--- src/rtl/wb_slave_interface_pkg.sv ---
// Shared encodings for the Wishbone responder: FSM states, termination kinds
// and a state-name decode used only when debug visibility is enabled.
package wb_slave_interface_pkg;

  typedef enum logic [1:0] {
    IDLE    = 2'd0,
    REQ     = 2'd1,
    RESP    = 2'd2,
    RECOVER = 2'd3
  } state_e;

  typedef enum logic {
    ACK = 1'b0,
    ERR = 1'b1
  } term_e;

  function automatic logic [55:0] state_name(input state_e s);
    logic [55:0] name;
    case (s)
      IDLE:    name = {24'h0, "IDLE"};
      REQ:     name = {32'h0, "REQ"};
      RESP:    name = {24'h0, "RESP"};
      RECOVER: name = "RECOVER";
      default: name = '0;
    endcase
    return name;
  endfunction

endpackage

--- src/rtl/wb_slave_timeout.sv ---
// Backend watchdog: counts cycles while enabled and pulses expired_o on the
// cycle the count reaches TIMEOUT-1. TIMEOUT=0 never expires.
module wb_slave_timeout #(
  parameter int unsigned TIMEOUT = 16
) (
  input  logic clk_i,
  input  logic rst_ni,
  input  logic clear_i,
  input  logic en_i,
  output logic expired_o
);

  localparam int unsigned CW = (TIMEOUT > 1) ? $clog2(TIMEOUT) : 1;
  localparam logic [CW-1:0] LAST = (TIMEOUT > 0) ? CW'(TIMEOUT - 1) : '0;

  logic [CW-1:0] cnt_q;

  // Saturates at LAST so a stalled enable never wraps back to zero.
  always_ff @(posedge clk_i or negedge rst_ni) begin
    if (!rst_ni) begin
      cnt_q <= '0;
    end else if (clear_i) begin
      cnt_q <= '0;
    end else if (en_i && (cnt_q != LAST)) begin
      cnt_q <= cnt_q + CW'(1);
    end
  end

  assign expired_o = (TIMEOUT != 0) && en_i && !clear_i && (cnt_q == LAST);

endmodule

--- src/rtl/wb_slave_interface.sv ---
// Wishbone classic responder: turns each bus cycle into one request/response
// exchange on a simple backend port, with window decode and a backend timeout.
module wb_slave_interface
  import wb_slave_interface_pkg::*;
#(
  parameter int unsigned    dw        = 32,
  parameter int unsigned    aw        = 32,
  parameter logic [aw-1:0]  BASE_ADDR = '0,
  parameter logic [aw-1:0]  ADDR_SIZE = aw'(32'h1000),
  parameter int unsigned    TIMEOUT   = 16,
  parameter bit             DEBUG     = 1'b0
) (
  input  logic          wb_clk,
  input  logic          wb_rst_n,
  input  logic [aw-1:0] wb_adr_i,
  input  logic [dw-1:0] wb_dat_i,
  input  logic [3:0]    wb_sel_i,
  input  logic          wb_we_i,
  input  logic          wb_cyc_i,
  input  logic          wb_stb_i,
  input  logic [2:0]    wb_cti_i,
  input  logic [1:0]    wb_bte_i,
  output logic [dw-1:0] wb_dat_o,
  output logic          wb_ack_o,
  output logic          wb_err_o,
  output logic          wb_rty_o,
  output logic          req_valid,
  output logic [aw-1:0] req_addr,
  output logic          req_we,
  output logic [3:0]    req_sel,
  output logic [dw-1:0] req_wdata,
  input  logic          rsp_valid,
  input  logic [dw-1:0] rsp_rdata,
  input  logic          rsp_err,
  output logic          busy
);

  // One extra bit keeps BASE_ADDR+ADDR_SIZE from wrapping at the top of memory.
  localparam logic [aw:0] WIN_LO = {1'b0, BASE_ADDR};
  localparam logic [aw:0] WIN_HI = {1'b0, BASE_ADDR} + {1'b0, ADDR_SIZE};

  state_e        state_q;
  logic          ack_q, err_q, busy_q;
  logic          req_valid_q, req_we_q;
  logic [aw-1:0] req_addr_q;
  logic [3:0]    req_sel_q;
  logic [dw-1:0] req_wdata_q, dat_q;

  logic [aw:0]   adr_ext;
  logic          addr_hit;
  logic          tmo_expired;
  term_e         req_term;
  logic          unused_ok;

  assign adr_ext   = {1'b0, wb_adr_i};
  assign addr_hit  = (adr_ext >= WIN_LO) && (adr_ext < WIN_HI);
  assign req_term  = (rsp_valid && !rsp_err) ? ACK : ERR;
  assign unused_ok = ^{wb_cti_i, wb_bte_i};

  wb_slave_timeout #(
    .TIMEOUT (TIMEOUT)
  ) u_timeout (
    .clk_i     (wb_clk),
    .rst_ni    (wb_rst_n),
    .clear_i   (state_q != REQ),
    .en_i      (state_q == REQ),
    .expired_o (tmo_expired)
  );

  // A response arriving on the timeout cycle still decides ack vs err.
  always_ff @(posedge wb_clk or negedge wb_rst_n) begin
    if (!wb_rst_n) begin
      state_q     <= IDLE;
      ack_q       <= 1'b0;
      err_q       <= 1'b0;
      busy_q      <= 1'b0;
      req_valid_q <= 1'b0;
      req_we_q    <= 1'b0;
      req_addr_q  <= '0;
      req_sel_q   <= '0;
      req_wdata_q <= '0;
      dat_q       <= '0;
    end else begin
      ack_q <= 1'b0;
      err_q <= 1'b0;
      case (state_q)
        IDLE: begin
          if (wb_cyc_i && wb_stb_i) begin
            busy_q <= 1'b1;
            if (addr_hit) begin
              state_q     <= REQ;
              req_valid_q <= 1'b1;
              req_addr_q  <= wb_adr_i - BASE_ADDR;
              req_we_q    <= wb_we_i;
              req_sel_q   <= wb_sel_i;
              req_wdata_q <= wb_dat_i;
              dat_q       <= '0;
            end else begin
              state_q <= RESP;
              err_q   <= 1'b1;
            end
          end
        end
        REQ: begin
          if (!wb_cyc_i) begin
            state_q     <= IDLE;
            req_valid_q <= 1'b0;
            busy_q      <= 1'b0;
          end else if (rsp_valid || tmo_expired) begin
            state_q     <= RESP;
            req_valid_q <= 1'b0;
            ack_q       <= (req_term == ACK);
            err_q       <= (req_term == ERR);
            if ((req_term == ACK) && !req_we_q) begin
              dat_q <= rsp_rdata;
            end
          end
        end
        RESP: begin
          state_q <= RECOVER;
        end
        RECOVER: begin
          // The master still drives stb this cycle after seeing ack.
          state_q <= IDLE;
          busy_q  <= 1'b0;
        end
        default: begin
          state_q <= IDLE;
        end
      endcase
    end
  end

  assign wb_dat_o  = dat_q;
  assign wb_ack_o  = ack_q;
  assign wb_err_o  = err_q;
  assign wb_rty_o  = 1'b0;
  assign req_valid = req_valid_q;
  assign req_addr  = req_addr_q;
  assign req_we    = req_we_q;
  assign req_sel   = req_sel_q;
  assign req_wdata = req_wdata_q;
  assign busy      = busy_q;

  if (DEBUG) begin : g_debug
    logic [55:0] dbg_state_unused;
    assign dbg_state_unused = state_name(state_q);
  end

endmodule

--- config.mk ---
export PLATFORM = sky130hd
export DESIGN_NAME = wb_slave_interface
export DESIGN_NICKNAME = d
export VERILOG_FILES = /design/src/rtl/wb_slave_interface_pkg.sv /design/src/rtl/wb_slave_timeout.sv /design/src/rtl/wb_slave_interface.sv
export SDC_FILE = /design/constraint.sdc
export NUM_CORES = 1
export LEC_CHECK = 0
export BUFFER_PORTS_ARGS = -buffer_cell sky130_fd_sc_hd__buf_2
export CORE_ASPECT_RATIO = 1.4
export CORE_MARGIN = 8
export CORE_UTILIZATION = 49
export DETAILED_ROUTE_END_ITERATION = 10
export GPL_ROUTABILITY_DRIVEN = 1
export PLACE_DENSITY = 0.84
export SKIP_CTS_REPAIR_TIMING = 1
export SLEW_MARGIN = 20
export SYNTH_ARGS = -nofsm -noshare
export SYNTH_HDL_FRONTEND = slang
export SYNTH_SLANG_ARGS = --single-unit
--- constraint.sdc ---
create_clock -name wb_clk -period 5.4 [get_ports wb_clk]
set_clock_uncertainty 0.05 [all_clocks]
set_input_delay 0.81 -clock wb_clk [delete_from_list [all_inputs] [get_ports wb_clk]]
set_output_delay 0.81 -clock wb_clk [all_outputs]
set_load 0.02 [all_outputs]
==> key figures, run 1 <==
Worst setup path
  • Slowest stage delay, CP: slightly above 600 ps
  • Reg2reg start: state_q[0]
  • Worst setup path start: wb_adr_i[23]
  • Critical path type: in2reg
  • Slowest stage cell, crit path: buf_4
  • Req. time, crit path: roughly 5600 ps
  • Crit start category: primary input
  • CP arrival: approximately 2800 ps
  • Max FO, Critical Path: 69
  • CP Capture Type: register
  • CP Cell Sequence: buf_2, nor4_1, nand3_1, nor3_4, buf_4, mux2_2
  • Top delay family on crit path: simple AND/OR/NAND/NOR gates
  • CP bufs+invs: 2

Placed design
  • Routability cong.: 0.765
  • Detailed Place HPWL: 8.62 mm
  • Pre-CTS WS: ~2400 ps
  • Placed cell count: 650
  • # port buffers: around 210

Synthesis
  • Main synth FF type: dfrtp_1
  • Synth Instances: 350
  • Synth top cells by count: dfrtp_1 (111), mux2_2 (45), nand2_1 (35), a22oi_1 (32), o21ai_0 (30)
  • Sequential area share after synthesis: 0.627
  • Count leader, synth: dfrtp_1
  • Top cell type's share of synthesized area: 0.627
  • Number of synthesized register bits: about 110
  • Area contributors post-synth: dfrtp_1 (63%), mux2_2 (11%), a22oi_1 (5.4%), o21ai_0 (3.4%), nor2b_1 (3.2%)
  • Ys Warns: 0
  • Post-Syn Area per Cell: about 13 um^2
  • Cell taking the most area after synthesis: dfrtp_1
  • Post-synth design cell area: roughly 4400 um^2
  • Synth async-reset ratio: 1.00
  • Synth cell types: 36
  • Post-Syn Nets: between 400 and 500
  • Number of synthesized flops with an enable pin: 0

Route
  • DR vias: about 3500
  • Post-DR wirelength/cell: 17.1 um
  • Antenna viol nets, final: 0
  • Drt first-iter violations: approximately 110
  • Wirelength, routed: roughly 11 mm
  • DRC: 0
  • Drt pass-1 iters: 4
  • Via density: 5.25

Timing
  • Setup-failing EPs final: 0
  • Max-slew violations: 0
  • Final worst slack: around 2700 ps
  • Max Clock Freq: around 0.38 GHz
  • Setup TNS: 0 ps
  • Worst slew pin tran: between 800 and 900 ps
  • Unrepaired setup endpoints after global routing: no
  • Crit path time final: between 2000 and 3000 ps
  • Final Cycle Share: 0.492
  • Final hold vios: 0
  • Max transition margin: 0.435

Global route
  • Vias in the first global route: 3699
  • Initial antenna violation count: 1
  • Tot GR Track Use: 0.180
  • Total grt overflow: 0
  • Largest net degree at the start of global routing: 70
  • First-pass GRT wire length: between 15 and 20 mm

Clock tree
  • # H-tree levels: 3
  • Inserted Clock Buffers: 9
  • Clock-pin slew of the registers on the worst-case setup and hold paths: 70 ps
  • CTS sink count: 111
  • Root buffer cell: clkbuf_16
  • Clock Tree Buf Depth: 2
  • CTS tree: done
  • Clk Latency, worst-skew pair: 340 ps

Status
  • Status: finished, final reports clean

Finish
  • Final std cells w/o fill: approximately 670
  • Share of layout cells above drive strength 1: 0.504
  • N_diodes: 0
  • Synthesis-to-layout area growth: 32.7%
  • Nets: roughly 670
  • Final core occ: 0.658

Floorplanning
  • Starting density of the core: 0.496
  • Die area: 12400 um^2
  • Placement Rows: between 40 and 50
  • Die height: 128 um
  • Die width: 96.4 um
  • IO Pins: between 200 and 250
  • Core area: around 8900 um^2

Min path
  • Worst hold start: req_wdata[31]
  • Hold crit path type: reg2reg

Power and ir drop
  • Peak supply drop: approximately 0.3 mV
  • P per Cell Area: around 380 nW/um^2
  • Leak Pwr: 0.00325 uW
  • Total Power: around 2200 uW

Flow run
  • Max Cap Viol: 0
flip-flops by register name, summed over array words and instances (netlist names):
name             cells
req_wdata           32
wb_ack_o             1
req_addr            32
req_we               1
req_valid            1
state_q              2
busy                 1
u_timeout.cnt_q      4
wb_dat_o            32
wb_err_o             1
req_sel              4
power by group:
group	switching [uW]	internal, uW	leakage [uW]
logic	343	215	0.00169
clock network	300	380	0.000152
registers	81.5	931	0.00142
total	724	1530	0.00325
kinds of logic after synthesis:
kind of cell / count (synthesis) / synth area share
other: 1 / 0.000847
XOR/XNOR: 1 / 0.00198
AND/OR/NAND/NOR: 87 / 0.101
adder cells (fa/ha/maj): 1 / 0.00282
buffers and inverters: 22 / 0.0291
multiplexers: 50 / 0.127
flip-flops: 111 / 0.627
AO/OA/AOI/OAI: 77 / 0.110
worst reg2reg max path, cell delays in order, from the launching register on:
cell,delay [ps]
dfrtp_1,480
nor2_2,140
nand3_1,160
nor3_4,160
buf_4,620
mux2_2,470
layout make-up:
type	count	area (um^2)
Sequential cell	111	2780
Tap cell	107	134
Multi-Input combinational cell	217	1550
Timing Repair Buffer	215	1100
Inverter	1	3.75
Clock inverter	6	75.1
Fill cell	671	3050
Clock buffer	10	239
per-stage QoR:
stage | hold WS, ps | instance area (um^2)
final | 437 | 5880
after CTS | 443 | 5860
after detailed placement | 423 | 5540
after global routing | 459 | 5880
after global placement | 415 | 5530
after floorplan | 464 | 4430
final timing paths:
path | cells after the start | endpoint | slack, ps
worst max-delay path | 6 | req_addr[7] | 2740
worst min-delay path | 1 | req_wdata[31] | 440
worst max register to register | 5 | req_addr[7] | 3210
worst min register to register | 1 | req_wdata[31] | 440
max in group asynchronous | 2 | state_q[1] | 3710
min in group asynchronous | 1 | wb_dat_o[21] | 530
placed cells by master, fill, tap and decap left out, drive strengths merged, types with 2 or more instances in the layout:
cell type  instances
a21oi              2
a22oi             32
a31oi              2
buf              215
clkbuf            10
dfrtp            111
inv                4
mux2              49
nand2             35
nand2b             4
nand3              4
nor2               8
nor2b             23
nor3               4
nor4               5
o21ai             35
per-layer routing:
layer	global-route usage	wire, um	up-vias
li1	-	-	1654
met5	0	13	-
met3	0.0682	1300	12
met1	0.206	4220	1685
met4	0.0608	160	2
met2	0.301	5720	152
Note: power is estimated with default switching activity, not from simulation.
==> inputs of run 2 (changes only) <==
Settings changed: CORE_UTILIZATION 49 to 41, PLACE_DENSITY 0.84 to 0.75.
Clock period 5.4 ns to 2.2 ns, I/O delays scaled along.
==> run 2 against run 1 <==
Register-to-register slack worse by 2900 ps. Global-route usage is 2.1 points lower. Combinational power is 150% higher. Routed wire length is 1.8% higher. Clock power is 130% higher. Worst setup slack worse by 2400 ps. Sequential share of layout area is 0.71 points lower. Design area is 1.5% higher. First-iteration DRC count is 14% lower. Sequential power is 150% higher. Count of clock-buffer cells in the layout is 1 higher. Total power is 140% higher. Critical path type is now reg2reg. Critical endpoint is now req_addr[10].
==> key figures, run 2 (synthesized netlist as in run 1, its figures left out) <==
Timing
  • Final Cycle Share: 0.848
  • Final hold vios: 0 (unchanged)
  • Setup-failing EPs final: 0 (unchanged)
  • Hold_ws: 164 ps (-273 ps)
  • Setup TNS: 0 ps (unchanged)
  • Max Clock Freq: around 0.54 GHz
  • Max-slew violations: 0 (unchanged)
  • Unrepaired setup endpoints after global routing: no
  • Crit path time final: 1860 ps

Route
  • Drt pass-1 iters: 4 (unchanged)
  • DR vias: 3524 (+0.54%)
  • Via density: 4.99 (-5.0%)
  • Antenna viol nets, final: 0 (unchanged)
  • Wirelength, routed: 11.6 mm (+1.8%)
  • Drt first-iter violations: 95 (-14%)
  • DRC: 0 (unchanged)
  • Post-DR wirelength/cell: 16.5 um (-3.8%)

Placed design
  • Placed cell count: 689 (+6.0%)
  • Detailed Place HPWL: 9.03 mm (+4.7%)
  • Routability cong.: 0.781 (+2.2%)
  • DP Area: 5660 um^2 (+2.2%)
  • # port buffers: 211 (unchanged)

Floorplanning
  • Die width: 104 um (+7.8%)
  • Core area: 10700 um^2 (+20%)
  • Die height: 139 um (+8.2%)
  • Placement Rows: 45 (+9.8%)
  • Die area: 14400 um^2 (+17%)
  • IO Pins: 218 (unchanged)
  • Starting density of the core: 0.414 (-0.0822)

Clock tree
  • # H-tree levels: 3 (unchanged)
  • CTS tree: done
  • Clk Latency, worst-skew pair: 330 ps (about the same)
  • Clock Tree Buf Depth: 2 (unchanged)
  • Clock-pin slew of the registers on the worst-case setup and hold paths: 70 ps (about the same)
  • CTS sink count: 111 (unchanged)
  • Root buffer cell: clkbuf_16
  • Inserted Clock Buffers: 9 (unchanged)

Worst setup path
  • FF-to-FF setup slack: 340 ps (-2870 ps)
  • CP arrival: 2030 ps (-800 ps)
  • Crit start category: register
  • Req. time, crit path: 2360 ps (-3210 ps)
  • Max FO, Critical Path: 20 (-71%)
  • Critical path type: reg2reg
  • CP Capture Type: register

Finish
  • Fin area: 5970 um^2 (+1.5%)
  • Final std cells w/o fill: 706 (+5.8%)
  • Nets: 673 (+0.75%)
  • Synthesis-to-layout area growth: 34.7%
  • Final core occ: 0.558 (-0.101)
  • Commonest non-fill, non-tap cells in the layout: buf_2 (210), dfrtp_1 (111), mux2_2 (45)
  • Most common cell after layout, fill and taps aside: buf_2
  • N_diodes: 0 (unchanged)
  • Share of layout cells above drive strength 1: 0.506 (+0.00262)

Status
  • Status: finished, final reports clean

Power and ir drop
  • P per Cell Area: 908 nW/um^2 (+140%)
  • Peak supply drop: 0.430 mV (+44%)
  • Leak Pwr: 0.00328 uW (+0.82%)

Global route
  • Tot GR Track Use: 0.160 (-0.0208)
  • Initial antenna violation count: 0 (-1)
  • First-pass GRT wire length: 18.9 mm (+7.2%)
  • Largest net degree at the start of global routing: 64 (-8.6%)
  • Total grt overflow: 0 (unchanged)
  • Vias in the first global route: 3800 (+2.7%)

Min path
  • Hold crit path type: in2reg

Flow run
  • Max Cap Viol: 0 (unchanged)
-- run 2: cell types whose count changed in the layout (fill, tap and decap cells not counted) --
cell and delta:
buf_12 +4, buf_4 +1, buf_8 -1, bufinv_16 -1, clkbuf_8 +1, clkinv_2 +1
dlygate4sd3_1 +1, inv_8 -1, nor2_2 +1, nor2_4 -1, o21ai_2 +1, o21ai_4 -1
-- run 2: critical path, cell delays in order (launching register included) --
cell	delay (ps)
dfrtp_1	490
nor2_2	140
nand3_1	170
nor3_4	210
buf_4	300
mux2_2	370
-- run 2: cell type report --
| class | instances | area (um^2) |
|---|---|---|
| Sequential cell | 111 | 2780 |
| Tap cell | 141 | 176 |
| Clock inverter | 5 | 38.8 |
| Inverter | 1 | 3.75 |
| Timing Repair Buffer | 220 | 1180 |
| Fill cell | 930 | 4730 |
| Clock buffer | 11 | 253 |
| Multi-Input combinational cell | 217 | 1540 |
-- run 2: layer usage --
layer / vias to the layer above / global-route usage / share of wire / routed length (um)
met3: 15 / 0.0637 / 0.085 / 993
met5: - / 0 / 0 / 0
met2: 153 / 0.260 / 0.48 / 5620
li1: 1654 / - / - / -
met1: 1702 / 0.186 / 0.41 / 4820
met4: 0 / 0.0559 / 0.017 / 195
-- run 2: metrics by stage --
| step | total power, uW | setup WS, ps |
|---|---|---|
| 6_report | 5420 | 335 |
| 5_1_grt | 5730 | 219 |
| 4_1_cts | 5490 | 325 |
| 3_5_place_dp | 3920 | 75.2 |
| 3_3_place_gp | 3840 | 121 |
| 2_1_floorplan | 3360 | 369 |
-- run 2: worst paths after layout --
path,startpoint,endpoint,depth (start not counted)
min reg2reg,req_addr[11],req_addr[11],1
max,state_q[0],req_addr[10],5
max in group asynchronous,wb_rst_n,req_addr[1],3
min,wb_adr_i[11],req_addr[11],2
max reg2reg,state_q[0],req_addr[10],5
min in group asynchronous,wb_rst_n,u_timeout.cnt_q[3],3
-- run 2: where the power goes --
group | internal [uW] | switching [uW] | leakage [uW] | total, uW
sequential | 2280 | 200 | 0.00142 | 2490
clock | 839 | 716 | 0.000143 | 1550
combinational | 535 | 843 | 0.00172 | 1380
